**src/rtl/serial_word_feeder.sv**
```systemverilog
// -----------------------------------------------------------------------------
// serial_word_feeder
//
// Parallel-to-serial stage that feeds a bit-serial sequence detector. A
// WIDTH-bit word is accepted through a start/ready handshake. The word is then
// emitted one bit per clock on j. Side-band status frames each word for the
// surrounding test logic.
//
// Ports
//   clk      in   system clock, all state changes on the rising edge
//   rst      in   asynchronous, active-high reset
//   start    in   load request, accepted only while ready=1
//   din      in   WIDTH-bit word, sampled only on an accepted start
//   ready    out  block can accept start this cycle (IDLE or DONE)
//   j        out  serial data bit, forced to 0 outside a word
//   j_valid  out  j carries a word bit this cycle
//   busy     out  word currently being shifted
//   done     out  one-cycle pulse in the cycle after the last bit
//
// All outputs are Moore outputs decoded from the state and shift registers.
// They therefore take their reset values as soon as rst is asserted.
// -----------------------------------------------------------------------------
module serial_word_feeder #(
    parameter int WIDTH     = 8,
    parameter bit MSB_FIRST = 1'b1
) (
    input  logic             clk,
    input  logic             rst,
    input  logic             start,
    input  logic [WIDTH-1:0] din,
    output logic             ready,
    output logic             j,
    output logic             j_valid,
    output logic             busy,
    output logic             done
);

    localparam int CNT_W = $clog2(WIDTH);
    localparam logic [CNT_W-1:0] CNT_LAST = CNT_W'(WIDTH - 1);
    localparam logic [CNT_W-1:0] CNT_ONE  = CNT_W'(1);
    localparam logic [CNT_W-1:0] CNT_ZERO = '0;

    typedef enum logic [1:0] {
        ST_IDLE  = 2'd0,
        ST_SHIFT = 2'd1,
        ST_DONE  = 2'd2
    } state_t;

    state_t           state_q, state_d;
    logic [WIDTH-1:0] shreg_q, shreg_d;
    logic [CNT_W-1:0] cnt_q, cnt_d;
    logic             emit_bit_s;

    // State, shift register and bit counter; rst clears everything at once.
    always_ff @(posedge clk or posedge rst) begin
        if (rst) begin
            state_q <= ST_IDLE;
            shreg_q <= '0;
            cnt_q   <= CNT_ZERO;
        end else begin
            state_q <= state_d;
            shreg_q <= shreg_d;
            cnt_q   <= cnt_d;
        end
    end

    // Next-state logic: load on accepted start, shift WIDTH times, then DONE.
    always_comb begin
        state_d = state_q;
        shreg_d = shreg_q;
        cnt_d   = cnt_q;
        case (state_q)
            ST_IDLE, ST_DONE: begin
                if (start) begin
                    state_d = ST_SHIFT;
                    shreg_d = din;
                    cnt_d   = CNT_ZERO;
                end else begin
                    state_d = ST_IDLE;
                end
            end
            ST_SHIFT: begin
                // Shift toward the emitted end so that the next bit appears in
                // the same position. Zeros fill the vacated end.
                if (MSB_FIRST) begin
                    shreg_d = {shreg_q[WIDTH-2:0], 1'b0};
                end else begin
                    shreg_d = {1'b0, shreg_q[WIDTH-1:1]};
                end
                cnt_d = cnt_q + CNT_ONE;
                if (cnt_q == CNT_LAST) begin
                    state_d = ST_DONE;
                end else begin
                    state_d = ST_SHIFT;
                end
            end
            default: begin
                state_d = ST_IDLE;
                shreg_d = '0;
                cnt_d   = CNT_ZERO;
            end
        endcase
    end

    // Output decode; j is gated so gaps between words are always 0.
    always_comb begin
        if (MSB_FIRST) begin
            emit_bit_s = shreg_q[WIDTH-1];
        end else begin
            emit_bit_s = shreg_q[0];
        end
        ready   = 1'b1;
        j       = 1'b0;
        j_valid = 1'b0;
        busy    = 1'b0;
        done    = 1'b0;
        case (state_q)
            ST_IDLE: begin
                ready = 1'b1;
            end
            ST_SHIFT: begin
                ready   = 1'b0;
                j       = emit_bit_s;
                j_valid = 1'b1;
                busy    = 1'b1;
            end
            ST_DONE: begin
                ready = 1'b1;
                done  = 1'b1;
            end
            default: begin
                ready = 1'b1;
            end
        endcase
    end

endmodule

```
**config.mk**
```make
export PLATFORM = sky130hd
export DESIGN_NAME = serial_word_feeder
export DESIGN_NICKNAME = d
export VERILOG_FILES = /design/src/rtl/serial_word_feeder.sv
export SDC_FILE = /design/constraint.sdc
export NUM_CORES = 1
export LEC_CHECK = 0
export ABC_CLOCK_PERIOD_IN_PS = 3600
export CORE_AREA = 10 10 47 49
export CTS_CLUSTER_SIZE = 12
export DETAILED_ROUTE_END_ITERATION = 8
export DIE_AREA = 0 0 57 59
export PLACE_DENSITY = 0.8
export SETUP_SLACK_MARGIN = 0.3
export SYNTH_ARGS = -nofsm -noshare
export SYNTH_HDL_FRONTEND = slang
export SYNTH_SLANG_ARGS = --single-unit
```
**constraint.sdc**
```tcl
create_clock -name clk -period 3.6 [get_ports clk]
set_input_delay 0.54 -clock clk [delete_from_list [all_inputs] [get_ports clk]]
set_output_delay 0.54 -clock clk [all_outputs]
set_load 0.03 [all_outputs]
```
==> out/qor.yml, run 1 <==
post-place-cells: 80
path_max_fanout: 18
total_setup_buffers_inserted_after_cts: 0
yosys.cell_count.top_type: "sky130_fd_sc_hd__dfrtp_1"
viasPerCell: 5.01
die_width_um: 57
chipHeight_um: 59
final-max-slew-violation-count: 0
synth_top_area_share_pct: 53.1
power.density_mw_per_mm2: 754
final_area_um2: 785
rsz0062_at_grt: "no"
first_pass_iters: 4
ir_drop_mv: 0.396
clk_pin_slew_worst_paths_ns: 0.07
max-cap-violations: 0
seqPwrFrac_pct: 43.4
cts_htree_levels: 1
comb_power_share_pct: 42.0
p_leak_nw: 0.362
syn_area_per_cell_um2: 11.6
num_rows: 14
cts.sink_count: 13
wire_per_inst_um: 13.5
p_clk_share_pct: 14.6
path_cells: "nand2b_4 -> inv_4 -> and2_1 -> clkdlybuf4s50_1"
slowest_delay_ns: 0.70
die_area_mm2: 0.00336
post_synth_most_frequent_cells: "13 x sky130_fd_sc_hd__dfrtp_1, 8 x sky130_fd_sc_hd__mux2i_1, 7 x sky130_fd_sc_hd__o22ai_1"
cts-buffers-inserted: 3
post_cts_hold_buffer_count: 0
power_report.internal_total_mw: 0.368
synth_cell_type_count: 16
initial_antenna_violation_count: 0
synthArstFlopShare_pct: 100
yosys_warnings: 0
placeable_core_area_mm2: 0.00140
post_synth_mux_area_share_pct: 13.1
power.switching_fraction_pct: 37.7
total_switching_power_mw: 0.223
drt_iter0_markers: 1
ys_top_cells_by_area: "sky130_fd_sc_hd__dfrtp_1 53%, sky130_fd_sc_hd__mux2i_1 13%, sky130_fd_sc_hd__o22ai_1 7.1%"
floorplan.io_pins: 16
arrival_time_at_the_worst_endpoint_ns: 2.00
regToRegSetupSlack_ns: 2.41
timing.clock.skew_ns: 0.00352
cts-root-to-sink-buffers: 2
postSynth.topFlopCell: "sky130_fd_sc_hd__dfrtp_1"
min_path_cells: 1
cp_slowest_cell: "sky130_fd_sc_hd__dfrtp_1"
worst_skew_pair.late_latency_ns: 0.27
count_of_mapped_cells_out_of_synthesis: 53
synth_area_um2: 613
fmax_mhz: 394
grt_first_pass_wirelength_mm: 1.97
finalPower_mw: 0.591
drc: 0
final_nets: 82
drt_wl_total_mm: 1.13
fin_tns_setup_ns: 0
endpoint_kind: "output port"
worstPathRequired_ns: 3.06
route.antenna.remaining_nets: 0
postSynthRegisterBits: 13
ys_seq_area_share_pct: 53.1
synth-adder-area-share_pct: 4.08
floorplan.initialDensity_pct: 43.7
hold_violations: 0
synth_top_family_by_area: "multiplexers"
finalCritPeriodShare_pct: 70.6
worst_hold_path_type: "reg2reg"
finalWorstPathRequiredPeriod_ns: 2.54
antenna_cells: 0
global_route.usage.total_pct: 7.26
synth_edf_count: 0
synthDominantAreaCellType: "sky130_fd_sc_hd__dfrtp_1"
port_buffers: 15
relSlewSlack_pct: 62.6
via_count: 421
timing.reg2reg.worst_path_depth: 3
postPlaceCellArea_um2: 758
synth_compound_gate_area_share_pct: 12.9
drive_above_1_share_pct: 7.35
status: "complete, no violations"
grt_overflow_total: 0
synthSimpleGateAreaFrac_pct: 10.6
vias_in_the_first_global_route: 457
instances_no_fill: 84
gp_congestion: 0.720
cts_tree: "yes"
path_class: "reg2out"
start_kind: "flop"
worst_slew_pin_slew_ns: 0.559
grt_start_max_net_pins: 19
syn2layout_area_growth_pct: 28.0
clockRootBuffer: "sky130_fd_sc_hd__clkbuf_4"
post_synth_xor_area_fraction_pct: 0
cts.repair.resized: 0
finalSetupViolations: 0
nets_in_the_synthesized_netlist: 66
-- area by class of cell --
type | count | area (µm²)
Sequential cell | 13 | 325
Tap cell | 16 | 20.0
Inverter | 3 | 13.8
Timing Repair Buffer | 15 | 150
Clock buffer | 4 | 26.3
Multi-Input combinational cell | 33 | 249
Fill cell | 117 | 617
-- kinds of logic after synthesis --
group,Yosys count
compound gates,11
fa+ha+maj,2
buf+inv,7
flops,13
mux,8
simple gates,12
-- critical path, delay by kind of cell (launching register included) --
kind	cells	cell delay (ns)
buffers and inverters	2	0.77
flip-flops	1	0.70
AND/OR/NAND/NOR	2	0.25
-- layout by cell type (no fill, tap or decap), drive strengths merged --
master,synthesis,routed
clkdlybuf4s50,0,15
nor2b,1,1
mux2i,8,8
nand2b,2,2
a22o,2,2
dfrtp,13,13
nand2,5,5
inv,3,3
nor2,2,2
and2,2,2
o22ai,7,7
ha,2,2
o2bb2ai,2,2
clkbuf,0,4
-- registers in the layout (all words and copies together), names as in the netlist --
register  count
shreg_q       8
state_q       2
cnt_q         3
-- through the flow --
step / utilization [%] / setup slack [ns] / hold WS (ns)
3_3_place_gp: 54.1 / 1.40 / 0.467
4_1_cts: 56.0 / 1.05 / 0.496
3_5_place_dp: 54.1 / 1.35 / 0.480
6_report: 56.0 / 1.06 / 0.487
5_1_grt: 56.0 / 0.949 / 0.533
2_1_floorplan: - / 1.97 / 0.417
-- final timing paths --
kind	start	end
max in group asynchronous	rst	state_q[1]
min reg2reg	shreg_q[0]	shreg_q[1]
max	state_q[0]	j
min in group asynchronous	rst	state_q[0]
max reg2reg	state_q[0]	cnt_q[1]
min	shreg_q[0]	shreg_q[1]
-- metal layers --
layer | GRT usage, % | wire length, µm | vias up
met5 | 0 | 0 | -
met1 | 7.99 | 499 | 190
li1 | - | - | 218
met2 | 11.3 | 536 | 9
met4 | 4.03 | 24 | 0
met3 | 3.43 | 73 | 4
-- power by group through the flow --
stage	Combinational (mW)	Sequential, mW	Clock (mW)
after global placement	0.244	0.257	0
final	0.248	0.257	0.0866
after CTS	0.253	0.256	0.0870
after detailed placement	0.251	0.259	0
after floorplan	0.205	0.229	0
after global routing	0.276	0.266	0.0969
(Power assumes the default switching activity.)
==> run 2, diff against run 1 <==
--- a/config.mk
+++ b/config.mk
@@ -5,12 +5,12 @@
 export SDC_FILE = /design/constraint.sdc
 export NUM_CORES = 1
 export LEC_CHECK = 0
-export ABC_CLOCK_PERIOD_IN_PS = 3600
-export CORE_AREA = 10 10 47 49
+export ABC_CLOCK_PERIOD_IN_PS = 2100
+export CORE_MARGIN = 10
+export CORE_UTILIZATION = 41
 export CTS_CLUSTER_SIZE = 12
 export DETAILED_ROUTE_END_ITERATION = 8
-export DIE_AREA = 0 0 57 59
-export PLACE_DENSITY = 0.8
+export PLACE_DENSITY = 0.76
 export SETUP_SLACK_MARGIN = 0.3
 export SYNTH_ARGS = -nofsm -noshare
 export SYNTH_HDL_FRONTEND = slang
==> constraint.sdc (replaced) <==
create_clock -name clk -period 2.1 [get_ports clk]
set_input_delay 0.315 -clock clk [delete_from_list [all_inputs] [get_ports clk]]
set_output_delay 0.315 -clock clk [all_outputs]
set_load 0.03 [all_outputs]
==> run 2 against run 1 <==
  * Cell count rose by 2.4%
  * Clock skew shrank 0.0014 ns
  * Cell area up 1.8%
  * Critical endpoint is now busy
==> out/qor.yml, run 2 (synthesis gave the netlist of run 1 again) <==
preCtsSetupSlack_ns: 0.268
worst_hold_slack_ns: 0.345
cts-buffers-inserted: 3
timing.clock.skew_ns: 0.00211
grt_start_max_net_pins: 14
layout_common_cells: "13 x sky130_fd_sc_hd__dfrtp_1, 10 x sky130_fd_sc_hd__clkdlybuf4s50_1, 8 x sky130_fd_sc_hd__mux2i_1"
path_max_fanout: 8
drc: 0
path_class: "reg2out"
grt_first_pass_wirelength_mm: 2.21
finalCritPeriodShare_pct: 81.6
endpoint_kind: "output port"
power_report.internal_total_mw: 0.626
path_cells: "nand2b_4 -> inv_4 -> clkdlybuf4s15_1"
mostFrequentLayoutCell: "sky130_fd_sc_hd__dfrtp_1"
total_switching_power_mw: 0.399
hpwl_um: 958
port_buffers: 15
relSlewSlack_pct: 67.8
die_width_um: 58.7
via_count: 455
finalSetupViolations: 0
total_setup_buffers_inserted_after_cts: 0
finalPower_mw: 1.03
ir_drop_mv: 0.814
floorplan.initialDensity_pct: 45.4
global_route.usage.total_pct: 8.26
layout_top_registers: "shreg_q: 8 flops, cnt_q: 3 flops, state_q: 2 flops"
final-max-slew-violation-count: 0
drt_wl_total_mm: 1.27
die_area_mm2: 0.00344
cts_tree: "yes"
timing.reg2reg.worst_path_depth: 3
clk_pin_slew_worst_paths_ns: 0.08
final_nets: 85
worstPathRequired_ns: 1.78
comb_power_share_pct: 44.6
critical_path.top_delay_family: "buffers and inverters"
arrival_time_at_the_worst_endpoint_ns: 1.40
fin_tns_setup_ns: 0
largest-register: "shreg_q"
floorplan.io_pins: 16
vias_in_the_first_global_route: 505
cp_slowest_cell: "sky130_fd_sc_hd__dfrtp_1"
worst_slew_pin_slew_ns: 0.483
crit_buf_inv: 2
route.antenna.remaining_nets: 0
status: "complete, no violations"
num_rows: 13
viasPerCell: 5.29
max-cap-violations: 0
wire_per_inst_um: 14.8
initial_antenna_violation_count: 0
start_kind: "flop"
instances_no_fill: 86
drt_iter0_markers: 11
p_leak_nw: 0.386
hold_violations: 0
rsz0062_at_grt: "no"
chipHeight_um: 58.7
slowest_delay_ns: 0.46
cts.sink_count: 13
syn2layout_area_growth_pct: 30.2
post_cts_hold_buffer_count: 0
flip_flop_count_of_the_largest_register_all_copies_and_words_added: 8
antenna_cells: 0
placeable_core_area_mm2: 0.00135
cts-root-to-sink-buffers: 2
power.density_mw_per_mm2: 1280
p_clk_share_pct: 15.2
finalWorstPathRequiredPeriod_ns: 1.71
fmax_mhz: 583
power.switching_fraction_pct: 38.9
seqPwrFrac_pct: 40.2
clockRootBuffer: "sky130_fd_sc_hd__clkbuf_4"
logic_depth_of_the_worst_path_buffers_included: 3
drive_above_1_share_pct: 12.7
gp_congestion: 0.737
layout_setup_ws_ns: 0.386
first_pass_iters: 4
grt_overflow_total: 0
worst_skew_pair.late_latency_ns: 0.28
worst_hold_path_type: "in2async"
post-place-cells: 82
cts_htree_levels: 1
==> run 2: changes by cell type in the layout (fill, tap and decap cells not counted), sizes merged <==
cell,change
clkdlybuf4s50,-5
clkdlybuf4s15,+2
buf,+3
clkbuf,+1
dlygate4sd2,+2
==> run 2: path summary, 6_finish.rpt <==
| check | from | end | slack (ns) |
|---|---|---|---|
| setup / recovery | state_q[1] | busy | 0.39 |
| hold / removal | rst | shreg_q[0] | 0.34 |
| setup reg to reg | cnt_q[0] | cnt_q[2] | 0.91 |
| hold reg to reg | shreg_q[1] | shreg_q[2] | 0.50 |
| max in group asynchronous | rst | shreg_q[6] | 1.43 |
| min in group clk | shreg_q[1] | shreg_q[2] | 0.50 |
==> run 2: final cells by class <==
cell class,count,area [µm²]
flip-flops and latches,13,325
repair buffers,18,165
well taps,15,18.8
fillers,118,552
clock buffers,4,26.3
inverters,3,13.8
multi-input cells,33,249
==> run 2: per-stage QoR <==
stage	utilization (%)	area, µm²
CTS	59.2	800
global placement	57.7	779
finish	59.1	798
floorplan	-	613
detailed placement	57.7	779
global route	59.1	798
==> run 2: worst reg2reg max path, delay by kind of cell (launching register included) <==
family          cells  cell delay (ns)
fa+ha+maj           2             0.47
flops               1             0.41
compound gates      1             0.21
==> run 2: power groups by stage <==
| stage | Sequential, mW | Clock (mW) | Combinational, mW |
|---|---|---|---|
| 6_report | 0.412 | 0.156 | 0.458 |
| 5_1_grt | 0.426 | 0.170 | 0.506 |
| 4_1_cts | 0.412 | 0.160 | 0.463 |
| 3_5_place_dp | 0.415 | 0 | 0.488 |
| 3_3_place_gp | 0.414 | 0 | 0.476 |
| 2_1_floorplan | 0.393 | 0 | 0.352 |
==> run 2: per-layer routing <==
| metal | GRT usage, % | wire, µm | vias up |
|---|---|---|---|
| met3 | 4.29 | 99 | 3 |
| met5 | 0 | 0 | - |
| met4 | 4.92 | 25 | 0 |
| met2 | 12.7 | 576 | 17 |
| met1 | 8.79 | 572 | 211 |
| li1 | - | - | 224 |
==> run 2: repair_timing <==
action                                  4_1_cts  5_1_grt
endpoints found under the hold margin         0        0
endpoints found under the setup margin        5        3
cloned                                        0        0
resized for setup                             5        4
==> run 3, diff against run 2 <==
--- a/config.mk
+++ b/config.mk
@@ -5,7 +5,7 @@
 export SDC_FILE = /design/constraint.sdc
 export NUM_CORES = 1
 export LEC_CHECK = 0
-export ABC_CLOCK_PERIOD_IN_PS = 2100
+export ABC_CLOCK_PERIOD_IN_PS = 1500
 export CORE_MARGIN = 10
 export CORE_UTILIZATION = 41
 export CTS_CLUSTER_SIZE = 12
==> constraint.sdc (replaced) <==
create_clock -name clk -period 1.5 [get_ports clk]
set_input_delay 0.225 -clock clk [delete_from_list [all_inputs] [get_ports clk]]
set_output_delay 0.225 -clock clk [all_outputs]
set_load 0.03 [all_outputs]
==> run 3 against run 2 <==
  * Via count rose by 5.5%
  * Count of clock-buffer cells in the layout did not move
  * Sequential power is 41% higher
  * Critical path type unchanged
  * Total power increased by 64%
  * Largest power group unchanged
  * Clock power up 42%
  * Critical path depth up 1
==> out/qor.yml, run 3 (synthesis gave the netlist of run 1 again) <==
status: "complete, no violations"
worst_slew_pin_slew_ns: 0.501
finalSetupViolations: 0
worst_hold_path_type: "in2async"
fmax_mhz: 726
worst_hold_slack_ns: 0.259
first_pass_iters: 4
cts_tree: "yes"
finalPower_mw: 1.69
route.top_layer_used: "met4"
drc: 0
arrival_time_at_the_worst_endpoint_ns: 1.15
drt_wl_total_mm: 1.46
rsz0062_at_grt: "yes"
drt_iter0_markers: 8
timing.reg2reg.worst_path_depth: 3
final_nets: 91
m1WireLength_um: 607
cts-root-to-sink-buffers: 2
clk_pin_slew_worst_paths_ns: 0.08
preCtsSetupSlack_ns: 0.186
grt_first_pass_wirelength_mm: 2.14
global_route.usage.total_pct: 8.13
layout.core_utilization_pct: 66.0
cts_htree_levels: 1
met3RoutedLength_um: 130
cts-buffers-inserted: 3
max-cap-violations: 0
start_kind: "flop"
chipHeight_um: 58.7
ir_drop_mv: 1.14
placeable_core_area_mm2: 0.00135
mostFrequentLayoutCell: "sky130_fd_sc_hd__dfrtp_1"
route.antenna.remaining_nets: 0
layout_setup_ws_ns: 0.122
antenna_cells: 0
die_width_um: 58.7
vias_in_the_first_global_route: 495
initial_antenna_violation_count: 0
drive_above_1_share_pct: 29.9
via_count: 480
clockRootBuffer: "sky130_fd_sc_hd__clkbuf_4"
endpoint_kind: "output port"
die_area_mm2: 0.00344
finalWorstPathRequiredPeriod_ns: 1.38
layout_common_cells: "12 x sky130_fd_sc_hd__dfrtp_1, 10 x sky130_fd_sc_hd__clkdlybuf4s50_1, 8 x sky130_fd_sc_hd__mux2i_1, 8 x sky130_fd_sc_hd__buf_4, 7 x sky130_fd_sc_hd__o22ai_1"
syn2layout_area_growth_pct: 45.3
multi_input_combinational_cell_area_um2: 267
final-max-slew-violation-count: 0
hold_violations: 0
relSlewSlack_pct: 66.6
grt_overflow_total: 0
viasPerCell: 5.22
floorplan.io_pins: 16
timing.clock.skew_ns: 0.00202
path_class: "reg2out"
path_max_fanout: 4
port_buffers: 15
met2WireLength_um: 696
power.density_mw_per_mm2: 1890
floorplan.initialDensity_pct: 45.4
worst_skew_pair.late_latency_ns: 0.28
flip_flop_count_of_the_largest_register_all_copies_and_words_added: 8
worstPathRequired_ns: 1.27
post_cts_hold_buffer_count: 0
cts.sink_count: 13
hpwl_um: 904
layout.area.seq_um2: 327
layout_top_registers: "shreg_q: 8 flops, cnt_q: 3 flops, state_q: 2 flops"
p_leak_nw: 0.419
finalCritPeriodShare_pct: 91.9
num_rows: 13
largest-register: "shreg_q"
gp_congestion: 0.741
grt_start_max_net_pins: 17
wire_per_inst_um: 15.9
layout.filler_cells: 111
fin_tns_setup_ns: 0
-- run 3: cell types whose count changed in the layout (fill, tap and decap cells not counted), moves of 2 or more --
| cell | before | now |
|---|---|---|
| sky130_fd_sc_hd__buf_4 | 3 | 8 |
| sky130_fd_sc_hd__dlygate4sd2_1 | 2 | 0 |
| sky130_fd_sc_hd__buf_6 | 0 | 5 |
| sky130_fd_sc_hd__ha_1 | 2 | 0 |
| sky130_fd_sc_hd__clkdlybuf4s15_1 | 2 | 0 |
-- run 3: path summary, 6_finish.rpt --
kind	from	end	slack, ns
worst min register to register	shreg_q[1]	shreg_q[2]	0.50
worst max register to register	cnt_q[0]	cnt_q[2]	0.36
max in group asynchronous	rst	state_q[1]	0.88
worst min-delay path	rst	cnt_q[2]	0.26
min in group clk	shreg_q[1]	shreg_q[2]	0.50
worst max-delay path	state_q[1]	j	0.12
-- run 3: layout make-up --
class / instances / area share, %
tap: 15 / 2.11
inverter: 3 / 1.83
timing repair buffer: 24 / 26.5
multi-input combinational: 33 / 29.9
sequential: 13 / 36.7
clock buffer: 4 / 2.95
-- run 3: report_power, final --
group	total (mW)	switching [mW]	internal [mW]
combinational	0.881	0.425	0.457
sequential	0.582	0.0918	0.490
clock	0.222	0.119	0.103
total	1.69	0.636	1.05
-- run 3: per-layer routing --
metal | vias up | GRT usage [%]
li1 | 238 | -
met4 | 0 | 4.92
met5 | - | 0
met3 | 3 | 3.86
met1 | 223 | 8.29
met2 | 16 | 13.2
-- run 3: metrics by stage --
stage / instance area, µm² / instances
2_1_floorplan: 618 / 53
3_3_place_gp: 777 / 81
3_5_place_dp: 777 / 81
4_1_cts: 853 / 90
5_1_grt: 891 / 92
6_report: 891 / 92
-- run 3: what timing repair did --
action,CTS,global route
endpoints found under the setup margin,5,6
resized for setup,4,5
pin swaps,1,1
setup buffers,5,2
-- run 3: critical path, stage by stage (launching register included) --
cell and delay [ns]:
sky130_fd_sc_hd__dfrtp_2 0.41, sky130_fd_sc_hd__nand2b_4 0.16, sky130_fd_sc_hd__clkinv_4 0.06, sky130_fd_sc_hd__and2_4 0.13, sky130_fd_sc_hd__buf_6 0.12
